[config.mk]
export PLATFORM = sky130hd
export DESIGN_NAME = loader_sequencer
export DESIGN_NICKNAME = d
export VERILOG_FILES = /design/src/rtl/loader_sequencer.sv
export SDC_FILE = /design/constraint.sdc
export NUM_CORES = 1
export LEC_CHECK = 0
export BUFFER_PORTS_ARGS = -buffer_cell sky130_fd_sc_hd__buf_4
export CAP_MARGIN = 10
export CORE_MARGIN = 2
export CORE_UTILIZATION = 40
export DETAILED_ROUTE_END_ITERATION = 10
export GPL_ROUTABILITY_DRIVEN = 0
export HOLD_SLACK_MARGIN = 0.05
export PLACE_DENSITY = 0.58
export SLEW_MARGIN = 20
export SYNTH_ARGS = -nofsm -noshare
export SYNTH_HDL_FRONTEND = slang
export SYNTH_SLANG_ARGS = --single-unit
[constraint.sdc]
create_clock -name CLK -period 5 [get_ports CLK]
set_clock_uncertainty 0.2 [all_clocks]
set_input_delay 0.75 -clock CLK [delete_from_list [all_inputs] [get_ports CLK]]
set_output_delay 0.75 -clock CLK [all_outputs]
set_load 0.005 [all_outputs]
[src/rtl/loader_sequencer.sv]
// Loader sequencer: parses {element, start address, count} packets from a byte stream
// and issues one SELECT strobe per payload word. Optional trailer check: LOADER_SEQUENCER_CHECKSUM_EN.
module loader_sequencer #(
    parameter int ADDRESS_SIZE = 9,
    parameter int DATA_SIZE    = 8,
    parameter int NB_ELEMENTS  = 3,
    parameter int GAP_CYCLES   = 1
) (
    input  logic                    CLK,
    input  logic                    RESET,
    input  logic                    IN_VALID,
    output logic                    IN_READY,
    input  logic [7:0]              IN_DATA,
    output logic                    SELECT,
    output logic [ADDRESS_SIZE-1:0] ADDRESS,
    output logic [DATA_SIZE-1:0]    DATA_OUT,
    output logic                    BUSY,
    output logic                    DONE,
    output logic                    ERR
);
    localparam int ELEM_W  = $clog2(NB_ELEMENTS);
    localparam int LOCAL_W = ADDRESS_SIZE - ELEM_W;

    typedef enum logic [2:0] {
        S_IDLE, S_HDR_ADDR, S_HDR_CNT, S_WAIT_DATA, S_STROBE, S_GAP, S_DRAIN, S_CHECK
    } state_t;

    state_t                  state_q, state_d;
    logic [ELEM_W-1:0]       elem_q, elem_d;
    logic                    bad_q, bad_d;
    logic [LOCAL_W-1:0]      loc_q, loc_d;
    logic [8:0]              cnt_q, cnt_d;
    logic [3:0]              gap_q, gap_d;
    logic [ADDRESS_SIZE-1:0] addr_q, addr_d;
    logic [DATA_SIZE-1:0]    data_q, data_d;
    logic                    done_q, done_d;
    logic                    err_q, err_d;
    logic                    ready_s;
    logic                    accept;
    state_t                  end_state;
    logic                    end_done;
`ifdef LOADER_SEQUENCER_CHECKSUM_EN
    logic [7:0]              csum_q, csum_d;
`endif

    assign accept = IN_VALID && IN_READY;

    always_ff @(posedge CLK) begin
        if (RESET) begin
            state_q <= S_IDLE;
            elem_q  <= '0;
            bad_q   <= 1'b0;
            loc_q   <= '0;
            cnt_q   <= '0;
            gap_q   <= '0;
            addr_q  <= '0;
            data_q  <= '0;
            done_q  <= 1'b0;
            err_q   <= 1'b0;
`ifdef LOADER_SEQUENCER_CHECKSUM_EN
            csum_q  <= '0;
`endif
        end else begin
            state_q <= state_d;
            elem_q  <= elem_d;
            bad_q   <= bad_d;
            loc_q   <= loc_d;
            cnt_q   <= cnt_d;
            gap_q   <= gap_d;
            addr_q  <= addr_d;
            data_q  <= data_d;
            done_q  <= done_d;
            err_q   <= err_d;
`ifdef LOADER_SEQUENCER_CHECKSUM_EN
            csum_q  <= csum_d;
`endif
        end
    end

    // Where the FSM goes once the final payload word has been strobed.
    always_comb begin
`ifdef LOADER_SEQUENCER_CHECKSUM_EN
        end_state = S_CHECK;
        end_done  = 1'b0;
`else
        end_state = S_IDLE;
        end_done  = 1'b1;
`endif
    end

    always_comb begin
        state_d = state_q;
        elem_d  = elem_q;
        bad_d   = bad_q;
        loc_d   = loc_q;
        cnt_d   = cnt_q;
        gap_d   = gap_q;
        addr_d  = addr_q;
        data_d  = data_q;
        done_d  = 1'b0;
        err_d   = 1'b0;
`ifdef LOADER_SEQUENCER_CHECKSUM_EN
        csum_d  = csum_q;
        if (accept) csum_d = (state_q == S_IDLE) ? IN_DATA : (csum_q ^ IN_DATA);
`endif
        case (state_q)
            S_IDLE: if (accept) begin
                elem_d  = IN_DATA[ELEM_W-1:0];
                bad_d   = (IN_DATA >= 8'(NB_ELEMENTS));
                state_d = S_HDR_ADDR;
            end
            S_HDR_ADDR: if (accept) begin
                loc_d   = IN_DATA[LOCAL_W-1:0];
                state_d = S_HDR_CNT;
            end
            S_HDR_CNT: if (accept) begin
                // A zero count encodes 256 words.
                cnt_d   = {(IN_DATA == 8'd0), IN_DATA};
                state_d = bad_q ? S_DRAIN : S_WAIT_DATA;
`ifdef LOADER_SEQUENCER_CHECKSUM_EN
                if (bad_q) cnt_d = {(IN_DATA == 8'd0), IN_DATA} + 9'd1;
`endif
            end
            S_WAIT_DATA: if (accept) begin
                data_d  = IN_DATA;
                addr_d  = {elem_q, loc_q};
                loc_d   = loc_q + LOCAL_W'(1);
                cnt_d   = cnt_q - 9'd1;
                state_d = S_STROBE;
            end
            S_STROBE: begin
                if (GAP_CYCLES > 0) begin
                    gap_d   = 4'(GAP_CYCLES - 1);
                    state_d = S_GAP;
                end else if (cnt_q == 9'd0) begin
                    state_d = end_state;
                    done_d  = end_done;
                end else begin
                    state_d = S_WAIT_DATA;
                end
            end
            S_GAP: begin
                if (gap_q != 4'd0) begin
                    gap_d = gap_q - 4'd1;
                end else if (cnt_q == 9'd0) begin
                    state_d = end_state;
                    done_d  = end_done;
                end else begin
                    state_d = S_WAIT_DATA;
                end
            end
            S_DRAIN: if (accept) begin
                cnt_d = cnt_q - 9'd1;
                if (cnt_q == 9'd1) begin
                    state_d = S_IDLE;
                    err_d   = 1'b1;
                end
            end
            S_CHECK: begin
`ifdef LOADER_SEQUENCER_CHECKSUM_EN
                if (accept) begin
                    state_d = S_IDLE;
                    done_d  = (IN_DATA == csum_q);
                    err_d   = (IN_DATA != csum_q);
                end
`else
                state_d = S_IDLE;
`endif
            end
            default: state_d = S_IDLE;
        endcase
    end

    always_comb begin
        ready_s = 1'b0;
        case (state_q)
            S_IDLE, S_HDR_ADDR, S_HDR_CNT, S_WAIT_DATA, S_DRAIN: ready_s = 1'b1;
`ifdef LOADER_SEQUENCER_CHECKSUM_EN
            S_CHECK: ready_s = 1'b1;
`endif
            default: ready_s = 1'b0;
        endcase
        IN_READY = ready_s && !RESET;
        SELECT   = (state_q == S_STROBE);
        BUSY     = (state_q != S_IDLE);
        ADDRESS  = addr_q;
        DATA_OUT = data_q;
        DONE     = done_q;
        ERR      = err_q;
    end
endmodule

==> results of run 1 <==
-- worst max-delay path, stage by stage (launching register included) --
cell and delay, ns:
dfxtp_1 0.91, nand2b_1 0.22, a21oi_1 0.20, buf_4 0.13
-- cells in the mapped netlist, drive strengths merged, types with 3 or more instances --
master / n / area [µm²]
nand3: 11 / 55.1
a21oi: 31 / 155
mux2i: 6 / 60.1
xor2: 3 / 33.8
clkbuf: 13 / 50.0
o22ai: 3 / 25.0
nor4: 7 / 43.8
a211oi: 5 / 37.5
buf: 5 / 27.5
a31oi: 3 / 18.8
ha: 5 / 62.6
inv: 10 / 37.5
dfxtp: 45 / 901
and2: 7 / 43.8
nor2: 20 / 75.1
o32ai: 4 / 35.0
o21ai: 15 / 75.1
nand4: 4 / 25.0
nand2: 51 / 191
a311oi: 3 / 26.3
nor2b: 4 / 25.0
nor3b: 3 / 22.5
nor3: 7 / 35.0
o211ai: 4 / 30.0
-- state kept, by name, summed over array words and instances, names as in the netlist --
signal,cells
gap_q,4
ERR,1
DATA_OUT,8
ADDRESS,9
DONE,1
state_q,3
loc_q,7
elem_q,2
cnt_q,9
bad_q,1
-- layer usage --
| layer | track usage | up-vias | share of wire |
|---|---|---|---|
| li1 | - | 1098 | - |
| met1 | 0.251 | 1018 | 0.49 |
| met2 | 0.297 | 25 | 0.48 |
| met3 | 0.0348 | 4 | 0.026 |
| met4 | 0.0492 | 0 | 0.0072 |
| met5 | 0 | - | 0 |
-- power by group through the flow --
stage | logic, mW | registers [mW] | clock network (mW)
3_5_place_dp | 0.115 | 0.403 | 0
2_1_floorplan | 0.0942 | 0.388 | 0
5_1_grt | 0.129 | 0.399 | 0.261
3_3_place_gp | 0.116 | 0.403 | 0
6_report | 0.115 | 0.395 | 0.237
4_1_cts | 0.116 | 0.395 | 0.247
-- kinds of logic (layout without fill, tap and decap cells) --
family                     count (synthesis)  in the layout  share of synthesized area
DFF                                       45             45                      0.389
adders and majority gates                  5              5                     0.0270
buffers and inverters                     28             51                     0.0498
xor gates and xnor gates                   4              4                     0.0184
AOI/OAI and AO/OA                         77             77                      0.211
and+or+nand+nor                          128            128                      0.273
muxes                                      7              7                     0.0308
-- stage by stage --
step           instance area, µm²  setup slack (ns)
6_report                     2670              2.29
5_1_grt                      2670              2.13
4_1_cts                      2670              2.28
3_5_place_dp                 2570              2.33
2_1_floorplan                2310              2.66
3_3_place_gp                 2570              2.35
-- final cells by class --
type                       count  area, µm²  area share
clock buffer                   5       68.8      0.0258
clock inverter                 3       25.0     0.00938
inverter                      10       37.5      0.0141
multi-input combinational    221       1300       0.486
sequential                    45        901       0.338
tap                           72       90.1      0.0338
timing repair buffer          33        248      0.0929
-- cell usage in the layout, fill, tap and decap left out, types with 2 or more instances in the layout --
master	synthesis	final
dfxtp_1	45	45
and3_1	2	2
o211ai_1	4	4
ha_1	5	5
nor2b_1	4	4
o22ai_1	2	2
mux2i_1	6	6
a21oi_1	31	31
and2_1	7	7
buf_4	1	33
nand2b_1	2	2
nand3_1	11	11
xor2_1	2	2
and4_1	2	2
inv_1	10	10
nor3_1	7	7
a311oi_1	3	3
nand2_1	51	51
o21ai_0	15	15
nor2_1	20	20
a31oi_1	3	3
clkbuf_8	0	5
nand3b_1	2	2
nand4_1	4	4
nor4_1	7	7
nor3b_1	3	3
a211oi_1	5	5
o32ai_1	4	4
-- path summary, 6_finish.rpt --
kind / endpoint
worst max register to register: cnt_q[7]
worst min register to register: ADDRESS[8]
worst min-delay path: ADDRESS[8]
worst max-delay path: IN_READY
==> reports/results.tsv, run 1 <==
metric	value	unit
outcome	finished, final reports clean	
Worst-path clk slew	0.09	ns
period utilization	0.542	
minimum clock period after layout	2.71	ns
nets@finish	332	
Cells on Worst Hold Path	2	
Hold Buf Count CTS	0	
H-tree level count	2	
sequential power share	0.528	
Synth warnings	0	
final hold violations	0	
IO Pins	33	
worst reg-to-reg path cell count	4	
CTS tree	built	
maximum vdd drop	120	µV
clk buf depth	2	
HP Class	reg -> reg	
vias in the first global route	1868	
ANT cells	0	
synthesized area	0.00231	mm²
post-CTS setup buffers	0	
Post-synth EDFFs	0	
Net Count, Synth	310	
achievable frequency	369	MHz
setup TNS	0	ns
Layout Cells excl Fill	389	
final hold slack	0.256	ns
FFs w/ async S/R, synth	0	
CP Data Required Time	4.05	ns
Post-Syn Instances	294	
total power	0.748	mW
worst setup path start	state_q[1]	
cts bufs inserted	5	
worst relative slew slack	0.414	
CP max FO	27	
DR pass1 iterations	4	
CP Launch Type	flip-flop	
CTS Root Cell	clkbuf_8	
WL/cell	14.7	µm
Logic pwr share	0.154	
PortBufs	32	
Die X	80.1	µm
FP Rows	27	
largest net degree at the start of global routing	48	
Sw Pwr	0.226	mW
starting density of the core	0.418	
reg2reg setup slack	2.63	ns
vias per inst	5.51	
share of layout cells above drive strength 1	0.148	
Cells after DPL	381	
Synth Register Bits	45	
register area share after synthesis	0.389	
Hold Startpoint	elem_q[1]	
area grow syn2layout	15.3	%
total wire length	5.72	mm
Overflow after GRT	0	
fin util	0.481	
first-pass GRT wire length	9.21	mm
Tightest Pin Transition	0.878	ns
initial antenna violation count	0	
All-Layer GR Usage	0.183	
maxcap violations	0	
CTS sink count	45	
Worst-Skew Late Latency	0.30	ns
Worst Setup End Kind	output pin	
mean area per synthesized cell	7.87	µm²
fin. max-slew vios	0	
switch share	0.302	
power per cell area	280	mW/mm²
WP data arrival	1.76	ns
Core ar.	0.00554	mm²
Setup-failing EPs final	0	
critical path class	reg -> out	
worst r2r src	state_q[0]	
Clock power frac	0.317	
RSZ-0062 raised after global routing	no	
Detail Route Antenna Nets	0	
Remaining DRCs	0	
die area	0.00641	mm²
via count	2145	
filler instances	593	
Pint	0.522	mW
HPWL after detailed placement	3.97	mm
predominant post-synthesis flop cell	dfxtp_1	
P_leak	0.948	nW
Post-CTS Resized	0	
die height	80.1	µm
Yosys cell types	49	
DR iter-0 viols	144	
No activity file was read; power rests on OpenSTA's default activity.
==> run 2: changes to the inputs <==
--- a/config.mk
+++ b/config.mk
@@ -12,7 +12,7 @@
 export DETAILED_ROUTE_END_ITERATION = 10
 export GPL_ROUTABILITY_DRIVEN = 0
 export HOLD_SLACK_MARGIN = 0.05
-export PLACE_DENSITY = 0.58
+export PLACE_DENSITY = 0.6
 export SLEW_MARGIN = 20
 export SYNTH_ARGS = -nofsm -noshare
 export SYNTH_HDL_FRONTEND = slang
==> constraint.sdc (replaced) <==
create_clock -name CLK -period 2.18 [get_ports CLK]
set_clock_uncertainty 0.2 [all_clocks]
set_input_delay 0.327 -clock CLK [delete_from_list [all_inputs] [get_ports CLK]]
set_output_delay 0.327 -clock CLK [all_outputs]
set_load 0.005 [all_outputs]
==> run 2 against run 1 <==
Net effect: first-iteration DRC count is 10% higher; die area unchanged; sequential cell count unchanged; sequential power up 120%; setup slack worse by 2.1 ns.
==> reports/results.tsv, run 2 (same netlist as run 1, synthesis figures left out) <==
metric	value	unit
worst relative slew slack	0.639	
P_leak	1.02	nW
Worst-Skew Late Latency	0.29	ns
period utilization	0.912	
maxcap violations	0	
vias per inst	5.50	
WL/cell	14.3	µm
cells along the critical path	inv_1 -> ha_1 -> or4b_1 -> nor4_1 -> o21ai_0 -> a32o_1	
largest net degree at the start of global routing	39	
filler instances	554	
Core ar.	0.00554	mm²
fin util	0.500	
dpl cell area	0.00268	mm²
clk buf depth	2	
DR pass1 iterations	4	
worst reg-to-reg path cell count	6	
most frequent cells in the layout	nand2_1 (51), dfxtp_1 (45), buf_4 (44)	
FP Rows	27	
die area	0.00641	mm²
first-pass GRT wire length	9.80	mm
PortBufs	32	
cts bufs inserted	5	
critical path class	reg -> reg	
initial antenna violation count	0	
Layout Cells excl Fill	401	
Worst Setup End Kind	flip-flop	
final hold violations	0	
area grow syn2layout	19.8	%
final instance area	0.00277	mm²
Die X	80.1	µm
CP Data Required Time	2.18	ns
final hold slack	0.0865	ns
starting density of the core	0.418	
Cells after DPL	393	
Overflow after GRT	0	
IO Pins	33	
CP Launch Type	flip-flop	
achievable frequency	503	MHz
All-Layer GR Usage	0.193	
CTS Root Cell	clkbuf_8	
Post-CTS Resized	0	
fin. max-slew vios	0	
vias in the first global route	2065	
Tightest Pin Transition	0.537	ns
Setup-failing EPs final	0	
HPWL after detailed placement	4.19	mm
CTS sink count	45	
most common cell after layout, fill and taps aside	nand2_1	
nets@finish	344	
WP data arrival	1.98	ns
Remaining DRCs	0	
Worst-path clk slew	0.08	ns
minimum clock period after layout	1.99	ns
power per cell area	629	mW/mm²
CP max FO	6	
via count	2206	
share of layout cells above drive strength 1	0.179	
setup TNS	0	ns
Cells on Worst Hold Path	2	
RSZ-0062 raised after global routing	no	
post-CTS setup buffers	0	
die height	80.1	µm
slowest CP cell	or4b_1	
total wire length	5.74	mm
outcome	finished, final reports clean	
ANT cells	0	
Hold Buf Count CTS	0	
Detail Route Antenna Nets	0	
H-tree level count	2	
CP max stage delay	0.50	ns
CTS tree	built	
HP Class	in -> reg	
maximum vdd drop	243	µV
DR iter-0 viols	159	
## run 2: critical path, delay by kind of cell (launching register included)
kind | cells | cell delay [ns]
and+or+nand+nor | 2 | 0.67
AOI/OAI and AO/OA | 2 | 0.37
DFF | 1 | 0.36
adders and majority gates | 1 | 0.20
buffers and inverters | 1 | 0.09
## run 2: cell type report
type	instances	area [µm²]	share of cell area
timing repair buffer	45	350	0.126
sequential	45	901	0.325
clock inverter	2	13.8	0.00496
clock buffer	6	82.6	0.0298
multi-input combinational	221	1300	0.468
tap	72	90.1	0.0325
inverter	10	37.5	0.0135
## run 2: stage by stage
stage | worst slack [ns] | total power [mW]
2_1_floorplan | 0.299 | 1.11
3_3_place_gp | 0.245 | 1.21
3_5_place_dp | 0.203 | 1.22
4_1_cts | 0.198 | 1.76
5_1_grt | 0.0100 | 1.84
6_report | 0.193 | 1.74
## run 2: path summary, 6_finish.rpt
| kind | start | to | slack (ns) |
|---|---|---|---|
| worst min-delay path | RESET | cnt_q[1] | 0.09 |
| worst min register to register | elem_q[0] | ADDRESS[7] | 0.26 |
| worst max register to register | cnt_q[0] | cnt_q[8] | 0.19 |
| worst max-delay path | cnt_q[0] | cnt_q[8] | 0.19 |
## run 2: per-layer routing
metal / vias to the layer above / global-route usage / part of all wire
met2: 58 / 0.302 / 0.44
met4: 0 / 0.0525 / 0.011
met5: - / 0 / 0
met3: 7 / 0.0303 / 0.058
met1: 1015 / 0.277 / 0.49
li1: 1126 / - / -
## run 2: where the power goes
part / switching (mW) / internal [mW] / total (mW)
clock network: 0.287 / 0.257 / 0.544
registers: 0.0303 / 0.849 / 0.879
logic: 0.183 / 0.138 / 0.321
total: 0.500 / 1.24 / 1.74
==> run 3: changes to the inputs <==
--- a/config.mk
+++ b/config.mk
@@ -6,8 +6,7 @@
 export NUM_CORES = 1
 export LEC_CHECK = 0
 export BUFFER_PORTS_ARGS = -buffer_cell sky130_fd_sc_hd__buf_4
-export CAP_MARGIN = 10
-export CORE_MARGIN = 2
+export CORE_MARGIN = 3
 export CORE_UTILIZATION = 40
 export DETAILED_ROUTE_END_ITERATION = 10
 export GPL_ROUTABILITY_DRIVEN = 0
==> run 3 against run 2 <==
Net effect: combinational power barely moved; largest power group unchanged; setup slack worse by 0.021 ns; largest cell class unchanged; global-route usage decreased by 1.3 points; register-to-register slack got worse by 0.02 ns; clock power increased by 18%; highest routed layer unchanged; sequential cell count did not move; via count about the same; maximum frequency fell by 1.0%; first-iteration DRC count increased by 3.8%; sequential power is essentially flat; worst hold slack gained 0.015 ns.
==> reports/results.tsv, run 3 (same netlist as run 1, synthesis figures left out) <==
metric	value	unit
vias in the first global route	1961	
All-Layer GR Usage	0.180	
Setup-failing EPs final	0	
Setup WS pre-CTS	0.195	ns
worst reg-to-reg path cell count	6	
CTS Root Cell	clkbuf_8	
CP bufs+invs	1	
Remaining DRCs	0	
period utilization	0.921	
first-pass GRT wire length	9.40	mm
critical path class	reg -> reg	
slowest CP cell	or4b_1	
CTS tree	built	
final instance area	0.00276	mm²
Cells on Worst Hold Path	2	
Worst-Skew Late Latency	0.30	ns
H-tree level count	2	
HP Class	in -> reg	
fin. max-slew vios	0	
outcome	finished, final reports clean	
clk buf depth	2	
Tightest Pin Transition	0.531	ns
worst relative slew slack	0.643	
dpl cell area	0.00265	mm²
reg2reg setup slack	0.17	ns
DR pass1 iterations	4	
DR iter-0 viols	165	
setup TNS	0	ns
worst r2r src	cnt_q[0]	
PortBufs	32	
CP max FO	6	
Hold Startpoint	RESET	
Detail Route Antenna Nets	0	
FP Rows	27	
Core ar.	0.00554	mm²
most frequent cells in the layout	nand2_1 (51), dfxtp_1 (45), buf_4 (43)	
achievable frequency	498	MHz
final hold violations	0	
Worst Setup End Kind	flip-flop	
post-CTS setup buffers	0	
most common cell after layout, fill and taps aside	nand2_1	
IO Pins	33	
starting density of the core	0.418	
nets@finish	342	
area grow syn2layout	19.3	%
worst setup path start	cnt_q[0]	
Post-CTS Resized	0	
Die X	82.1	µm
RSZ-0062 raised after global routing	no	
WL/cell	14.4	µm
P_leak	1.01	nW
CP Launch Type	flip-flop	
share of layout cells above drive strength 1	0.171	
die area	0.00673	mm²
total wire length	5.75	mm
initial antenna violation count	0	
crit path to	cnt_q[8]	
vias per inst	5.52	
Overflow after GRT	0	
Setup WS post-layout	0.172	ns
power per cell area	667	mW/mm²
CP max stage delay	0.50	ns
via count	2204	
die height	82.1	µm
cells along the critical path	inv_1 -> ha_1 -> or4b_1 -> nor4_1 -> o21ai_0 -> a32o_1	
maximum vdd drop	281	µV
Worst-path clk slew	0.09	ns
WP data arrival	2.00	ns
CP top delay family	simple AND/OR/NAND/NOR gates	
maxcap violations	0	
critical path depth in cells	6	
ANT cells	0	
CP Data Required Time	2.17	ns
Hold Buf Count CTS	0	
minimum clock period after layout	2.01	ns
largest net degree at the start of global routing	37	
HPWL after detailed placement	4.09	mm
Crit Reg-Reg Endpoint	cnt_q[8]	
cts bufs inserted	5	
CTS sink count	45	
run 3: changes by cell type in the layout (fill, tap and decap cells not counted):
cell / change
clkinv_2: -1
clkbuf_8: -1
bufinv_16: +1
buf_4: -1
clkbuf_1: +1
buf_12: -1
run 3: area by class of cell:
cell class / instances / area [µm²]
Clock buffer: 6 / 72.6
Timing Repair Buffer: 43 / 323
Inverter: 10 / 37.5
Sequential cell: 45 / 901
Multi-Input combinational cell: 221 / 1300
Tap cell: 72 / 90.1
Clock inverter: 2 / 38.8
Fill cell: 553 / 2780
run 3: power by group:
| group | leakage [nW] | internal (mW) | switching, mW |
|---|---|---|---|
| clock | 0.0554 | 0.345 | 0.299 |
| sequential | 0.364 | 0.849 | 0.0299 |
| combinational | 0.591 | 0.135 | 0.183 |
| total | 1.01 | 1.33 | 0.512 |
run 3: layer usage:
metal	vias to the layer above	share of wire	track usage
met3	4	0.053	0.0362
met1	1027	0.49	0.256
met2	56	0.45	0.275
li1	1117	-	-
met5	-	0	0
met4	0	0.0066	0.0498
run 3: worst min-delay path by stage:
stage | endpoint | slack, ns
2_1_floorplan | ADDRESS[7] | 0.23
3_3_place_gp | ADDRESS[8] | 0.24
3_5_place_dp | ADDRESS[8] | 0.24
4_1_cts | cnt_q[1] | 0.09
5_1_grt | DATA_OUT[4] | 0.1
6_report | cnt_q[1] | 0.10
run 3: per-stage QoR:
stage | instances | utilization | power, mW | hold WS, ns
after global routing | 399 | 0.498 | 1.94 | 0.0992
final | 399 | 0.498 | 1.84 | 0.101
after CTS | 399 | 0.498 | 1.86 | 0.0899
after floorplan | 294 | - | 1.11 | 0.231
after global placement | 391 | 0.478 | 1.21 | 0.239
after detailed placement | 391 | 0.478 | 1.21 | 0.243
